**src/rtl/cmp_defines.sv**
```systemverilog
// Shared types for the lockstep retire-stream comparator.
// Record layout, FSM states, error codes and the record-compare rule.
package cmp_defines;

  localparam int XLEN = 32;

  typedef struct packed {
    logic [XLEN-1:0] pc;
    logic [31:0]     instr;
    logic            rd_we;
    logic [4:0]      rd_addr;
    logic [XLEN-1:0] rd_data;
  } commit_rec_t;

  typedef enum logic [2:0] {
    IDLE  = 3'd0,
    RUN   = 3'd1,
    DRAIN = 3'd2,
    PASS  = 3'd3,
    FAIL  = 3'd4
  } cmp_state_t;

  localparam logic [1:0] ERR_NONE     = 2'd0;
  localparam logic [1:0] ERR_MISMATCH = 2'd1;
  localparam logic [1:0] ERR_TIMEOUT  = 2'd2;

  // rd fields only matter for a real register write (not x0)
  function automatic logic rec_eq(commit_rec_t a, commit_rec_t b);
    logic eq;
    eq = (a.pc == b.pc) && (a.instr == b.instr) &&
         (a.rd_we == b.rd_we);
    if (a.rd_we && (a.rd_addr != 5'd0))
      eq = eq && (a.rd_addr == b.rd_addr) &&
           (a.rd_data == b.rd_data);
    return eq;
  endfunction

endpackage

```
**src/rtl/commit_fifo.sv**
```systemverilog
// Synchronous FIFO of retire records, one per compared core.
// Pointers carry an extra wrap bit to tell full from empty.
module commit_fifo
  import cmp_defines::*;
#(
  parameter int DEPTH = 8
) (
  input  logic        clk,
  input  logic        rst,
  input  logic        push,
  input  commit_rec_t din,
  input  logic        pop,
  output commit_rec_t dout,
  output logic        full,
  output logic        empty
);

  localparam int AW = $clog2(DEPTH);

  commit_rec_t     mem [DEPTH];
  logic [AW:0]     wp;
  logic [AW:0]     rp;
  logic            do_push;
  logic            do_pop;

  assign full    = (wp[AW] != rp[AW]) &&
                   (wp[AW-1:0] == rp[AW-1:0]);
  assign empty   = (wp == rp);
  assign do_push = push && !full;
  assign do_pop  = pop && !empty;
  assign dout    = mem[rp[AW-1:0]];

  // pointer update; reset discards all buffered records
  always_ff @(posedge clk) begin
    if (rst) begin
      wp <= '0;
      rp <= '0;
    end else begin
      if (do_push) wp <= wp + 1'b1;
      if (do_pop)  rp <= rp + 1'b1;
    end
  end

  // storage write, no reset needed
  always_ff @(posedge clk) begin
    if (do_push) mem[wp[AW-1:0]] <= din;
  end

endmodule

```
**src/rtl/commit_cmp.sv**
```systemverilog
// Lockstep comparator of DUT and reference retire streams.
// Optional failing-record capture: define COMMIT_CMP_LOG_EN.
module commit_cmp
  import cmp_defines::*;
#(
  parameter int FIFO_DEPTH  = 8,
  parameter int TIMEOUT_CYC = 1024,
  parameter int CNT_W       = 32
) (
  input  logic             clk,
  input  logic             rst,
  input  logic             start,
  input  logic             halt,
  input  logic             dut_valid,
  output logic             dut_ready,
  input  logic [XLEN-1:0]  dut_pc,
  input  logic [31:0]      dut_instr,
  input  logic             dut_rd_we,
  input  logic [4:0]       dut_rd_addr,
  input  logic [XLEN-1:0]  dut_rd_data,
  input  logic             ref_valid,
  output logic             ref_ready,
  input  logic [XLEN-1:0]  ref_pc,
  input  logic [31:0]      ref_instr,
  input  logic             ref_rd_we,
  input  logic [4:0]       ref_rd_addr,
  input  logic [XLEN-1:0]  ref_rd_data,
  output logic [2:0]       state_o,
  output logic [1:0]       err_code,
  output logic [XLEN-1:0]  fail_pc,
  output logic [CNT_W-1:0] match_cnt,
  output logic             pass,
  output logic             fail,
  output commit_rec_t      mm_dut_rec,
  output commit_rec_t      mm_ref_rec
);

  localparam int TW = $clog2(TIMEOUT_CYC) + 1;
  localparam logic [TW-1:0] TLIM = TW'(TIMEOUT_CYC - 1);

  cmp_state_t  st;
  logic [TW-1:0] tcnt;
  commit_rec_t d_in, r_in, d_head, r_head;
  logic d_full, d_empty, r_full, r_empty;
  logic act, both, one, eq, mism, tmo;

  assign d_in = '{pc: dut_pc, instr: dut_instr,
                  rd_we: dut_rd_we, rd_addr: dut_rd_addr,
                  rd_data: dut_rd_data};
  assign r_in = '{pc: ref_pc, instr: ref_instr,
                  rd_we: ref_rd_we, rd_addr: ref_rd_addr,
                  rd_data: ref_rd_data};

  assign act       = (st == RUN) || (st == DRAIN);
  assign dut_ready = act && !d_full;
  assign ref_ready = act && !r_full;
  assign both      = act && !d_empty && !r_empty;
  assign one       = act && (d_empty != r_empty);
  assign eq        = rec_eq(d_head, r_head);
  assign mism      = both && !eq;
  assign tmo       = one && (tcnt == TLIM);
  assign state_o   = st;

  commit_fifo #(.DEPTH(FIFO_DEPTH)) u_dut_fifo (
    .clk   (clk),
    .rst   (rst),
    .push  (dut_valid && dut_ready),
    .din   (d_in),
    .pop   (both),
    .dout  (d_head),
    .full  (d_full),
    .empty (d_empty)
  );

  commit_fifo #(.DEPTH(FIFO_DEPTH)) u_ref_fifo (
    .clk   (clk),
    .rst   (rst),
    .push  (ref_valid && ref_ready),
    .din   (r_in),
    .pop   (both),
    .dout  (r_head),
    .full  (r_full),
    .empty (r_empty)
  );

  // sequencing FSM with registered status; mismatch beats timeout
  always_ff @(posedge clk) begin
    if (rst) begin
      st       <= IDLE;
      err_code <= ERR_NONE;
      fail_pc  <= '0;
      pass     <= 1'b0;
      fail     <= 1'b0;
    end else if (mism) begin
      st       <= FAIL;
      err_code <= ERR_MISMATCH;
      fail_pc  <= d_head.pc;
      fail     <= 1'b1;
    end else if (tmo) begin
      st       <= FAIL;
      err_code <= ERR_TIMEOUT;
      fail_pc  <= d_empty ? r_head.pc : d_head.pc;
      fail     <= 1'b1;
    end else begin
      unique case (st)
        IDLE:    if (start) st <= RUN;
        RUN:     if (halt) st <= DRAIN;
        DRAIN: begin
          if (d_empty && r_empty) begin
            st   <= PASS;
            pass <= 1'b1;
          end
        end
        default: ;
      endcase
    end
  end

  // saturating count of equal pairs
  always_ff @(posedge clk) begin
    if (rst)
      match_cnt <= '0;
    else if (both && eq && !(&match_cnt))
      match_cnt <= match_cnt + 1'b1;
  end

  // cycles spent with exactly one side holding records
  always_ff @(posedge clk) begin
    if (rst)     tcnt <= '0;
    else if (one) tcnt <= tcnt + 1'b1;
    else          tcnt <= '0;
  end

`ifdef COMMIT_CMP_LOG_EN
  commit_rec_t mm_d_q, mm_r_q;

  // snapshot both heads on the failing edge
  always_ff @(posedge clk) begin
    if (rst) begin
      mm_d_q <= '0;
      mm_r_q <= '0;
    end else if (mism) begin
      mm_d_q <= d_head;
      mm_r_q <= r_head;
    end else if (tmo) begin
      mm_d_q <= d_empty ? '0 : d_head;
      mm_r_q <= r_empty ? '0 : r_head;
    end
  end

  assign mm_dut_rec = mm_d_q;
  assign mm_ref_rec = mm_r_q;
`else
  assign mm_dut_rec = '0;
  assign mm_ref_rec = '0;
`endif

endmodule

```
**config.mk**
```make
export PLATFORM = sky130hd
export DESIGN_NAME = commit_cmp
export DESIGN_NICKNAME = d
export VERILOG_FILES = /design/src/rtl/cmp_defines.sv /design/src/rtl/commit_fifo.sv /design/src/rtl/commit_cmp.sv
export SDC_FILE = /design/constraint.sdc
export NUM_CORES = 1
export LEC_CHECK = 0
export ABC_AREA = 0
export ABC_CLOCK_PERIOD_IN_PS = 9400
export BUFFER_PORTS_ARGS = -buffer_cell sky130_fd_sc_hd__buf_2
export CAP_MARGIN = 40
export CORE_AREA = 4 4 466 284
export CTS_CLUSTER_DIAMETER = 150
export CTS_CLUSTER_SIZE = 28
export DETAILED_ROUTE_END_ITERATION = 12
export DIE_AREA = 0 0 470 288
export PLACE_DENSITY = 0.75
export SYNTH_ARGS = -nofsm -noshare
export SYNTH_HDL_FRONTEND = slang
export SYNTH_SLANG_ARGS = --single-unit
```
**constraint.sdc**
```tcl
create_clock -name clk -period 9.4 [get_ports clk]
set_input_delay 1.41 -clock clk [delete_from_list [all_inputs] [get_ports clk]]
set_output_delay 1.41 -clock clk [all_outputs]
set_load 0.02 [all_outputs]
```
==> impl_metrics.tcl <==
set metrics [dict create \
    fillers 9343 \
    cts_buffers 71 \
    groute.usage.overall_pct 22.1 \
    die_x_um 470 \
    skew_ns 0.0261 \
    yosysWarnings 0 \
    synth_top_area_share_pct 71.3 \
    grt_first_pass_wirelength_um 218000 \
    ys_ff_latch 1736 \
    clock-sinks 1736 \
    final_max_slew_viol_count 0 \
    switching_share_pct 21.6 \
    fmax_ghz 0.158 \
    drc_errors 0 \
    yosys-top-cells-area "edfxtp_1 71%, mux4_2 12%, mux2i_1 3.6%, dfxtp_1 3.0%, buf_4 2.5%" \
    grt_antenna_before_repair 63 \
    stdcell_count 5512 \
    post-place-ws_ns 3.19 \
    reg2regPathDepth 11 \
    setup_tns_ns 0 \
    synthArstFlopShare_pct 0 \
    cp_num_cells 11 \
    worstPathMaxFanout 88 \
    grt_pass1_vias 31100 \
    synth_cell_types 56 \
    initial_core_util_pct 53.6 \
    cts_hold_buf 0 \
    synthMuxAreaShare_pct 16.2 \
    htree_levels 3 \
    regToRegSetupSlack_ns 3.09 \
    synth.avg_cell_area_um2 20.0 \
    power_leakage_nw 23.7 \
    gp_congestion 0.811 \
    maxCapViolCount 0 \
    crit_buf_inv 1 \
    rows 102 \
    period_needed_ns 6.31 \
    cp_top_family "simple AND/OR/NAND/NOR gates" \
    port-buffer-count 282 \
    power_w 0.0133 \
    yosys.area_share.adder_pct 0.127 \
    seq_power_share_pct 65.2 \
    worstSkewPairLatency_ns 0.71 \
    critPathCaptureType "flop" \
    core_region_area_um2 128000 \
    first_pass_iters 5 \
    synth-xor-area-share_pct 1.61 \
    grt_overflow_total 0 \
    clkTransAtPathRegs_ns 0.11 \
    synth_commonest_cells "1632 x edfxtp_1, 373 x mux4_2, 245 x mux2i_1, 230 x buf_4, 142 x nand2_1" \
    fin_nets 3931 \
    tritoncts "built" \
    startpoint_type "flop" \
    cts_resized 0 \
    fin_ws_ns 3.09 \
    p_switching_w 0.00286 \
    grt_max_degree 103 \
    worstPathRequired_ns 9.99 \
    finish.utilization_pct 57.6 \
    crit_path_end "match_cnt[31]" \
    synth_compound_area_share_pct 1.10 \
    clockPowerShare_pct 28.2 \
    ant_nets 0 \
    synth_most_common_cell "edfxtp_1" \
    hold_viol_final 0 \
    dp_cells 5357 \
    setup_viol 0 \
    cts_root_buf "clkbuf_16" \
    dp_hpwl_um 95900 \
    max_slew.worst_pin.slew_ns 0.918 \
    die_area_um2 135000 \
    drive_gt1_share_pct 22.7 \
    clockBufferDepth 3 \
    synth-edff-count 1632 \
    synth-simple-area-share_pct 3.02 \
    slew_headroom_pct 37.0 \
    ir_drop_mv 0.147 \
    r2r_end "match_cnt[31]" \
    worstPathCellList "buf_12, mux4_2, mux2_2, xor2_1, nand4_1, nor4_1, nand4_1, nor2_2, nand4_2, nor4_1, mux2_1" \
    totalWireLength_um 152000 \
    syn_inst 3444 \
    postCtsSetupBuffers 0 \
    criticalPathCategory "flop to flop" \
    viasPerCell 5.86 \
    drt_first_iter_violations 3410 \
    num_io_pins 487 \
    cp_slowest_cell "nor4_1" \
    avgRoutedWirePerCell_um 27.5 \
    num_vias 32300 \
    area_growth_pct 7.42 \
    synth_seq_area_share_pct 74.3 \
    synth_top_family_by_area "multiplexers" \
    hold_path.class "flop to flop" \
    finalCritPeriodShare_pct 67.2 \
    arrival_ns 6.90 \
    p_int_w 0.0104 \
    p_comb_share_pct 6.7 \
    synth_top_cell_by_area "edfxtp_1" \
    status "completed" \
    synthFlopType "edfxtp_1" \
    slowest_delay_ns 0.82 \
    rsz0062_at_grt "false" \
    fp.dieH_um 288 \
    synthesis.area_um2 68700 \
    powerDensity_nw_per_um2 180 \
]
-- sequential cells by signal (all words and copies together) (netlist names), 2 cells and up, named ones only --
register and cells:
u_dut_fifo.mem 816, u_ref_fifo.mem 816, fail_pc 32, match_cnt 32, tcnt 11, u_dut_fifo.rp 4
u_dut_fifo.wp 4, u_ref_fifo.rp 4, u_ref_fifo.wp 4, state_o 3, err_code 2
-- layout make-up --
| class | count | area (um^2) | share of cell area [%] |
|---|---|---|---|
| clock buffers | 121 | 2050 | 2.78 |
| diodes | 31 | 77.6 | 0.105 |
| inverters | 20 | 80.1 | 0.108 |
| flip-flops and latches | 1736 | 51100 | 69.2 |
| clock inverters | 3 | 26.3 | 0.0356 |
| multi-input cells | 1533 | 16100 | 21.8 |
| well taps | 1716 | 2150 | 2.91 |
| repair buffers | 352 | 2270 | 3.07 |
-- placed cells by master (no fill, tap or decap), drive strengths merged, types with 10 or more instances in the layout --
cell type	netlist	final
a21oi	19	19
a22oi	28	28
and2	10	10
buf	324	352
clkbuf	34	121
conb	1	204
dfxtp	104	104
diode	0	31
edfxtp	1632	1632
inv	20	23
mux2	23	23
mux2i	245	245
mux4	373	373
nand2	142	142
nand3	22	22
nand4	28	28
nor2	135	135
nor2b	20	20
nor3	23	23
nor4	18	18
o21ai	26	26
or3	12	12
or4	10	10
xnor2	76	76
xor2	50	50
-- cell families (layout without fill, tap and decap cells) --
logic type,Yosys count,count (layout)
buffers and inverters,378,496
DFF,1736,1736
muxes,641,641
xor gates and xnor gates,126,126
and+or+nand+nor,442,442
other,1,235
adders and majority gates,7,7
AOI/OAI and AO/OA,113,113
-- worst min-delay path by stage --
| stage | from | slack (ns) | depth (start not counted) | to |
|---|---|---|---|---|
| 4_1_cts | pass | 0.49 | 2 | pass |
| 6_report | pass | 0.48 | 2 | pass |
| 3_3_place_gp | tcnt[0] | 0.45 | 1 | tcnt[0] |
| 3_5_place_dp | fail | 0.47 | 2 | fail |
| 2_1_floorplan | tcnt[0] | 0.43 | 1 | tcnt[0] |
| 5_1_grt | fail | 0.51 | 2 | fail |
-- power groups by stage --
stage	Combinational [W]	Clock, W	Sequential, W
2_1_floorplan	0.000573	0	0.00882
5_1_grt	0.000944	0.00414	0.00865
6_report	0.000886	0.00373	0.00864
3_5_place_dp	0.000888	0	0.00882
4_1_cts	0.000891	0.00382	0.00864
3_3_place_gp	0.000862	0	0.00881
-- worst register-to-register path, delay by kind of cell, from the launching register on --
kind / cells / cell delay, ns
and+or+nand+nor: 6 / 3.28
buffers and inverters: 1 / 0.56
DFF: 1 / 0.76
muxes: 3 / 1.40
xor gates and xnor gates: 1 / 0.20
-- through the flow --
stage | area, um^2 | hold slack [ns]
detailed placement | 71700 | 0.470
global route | 73800 | 0.512
floorplan | 69500 | 0.430
global placement | 71300 | 0.447
CTS | 73700 | 0.492
finish | 73800 | 0.484
-- routing by layer --
layer | vias up | GRT usage (%) | part of all wire (%)
met2 | 1178 | 36.3 | 50
met3 | 211 | 4.37 | 7.3
li1 | 13900 | - | -
met1 | 17000 | 30.9 | 40
met5 | - | 0 | 0.097
met4 | 24 | 5.38 | 2.0
(Power assumes the default switching activity.)
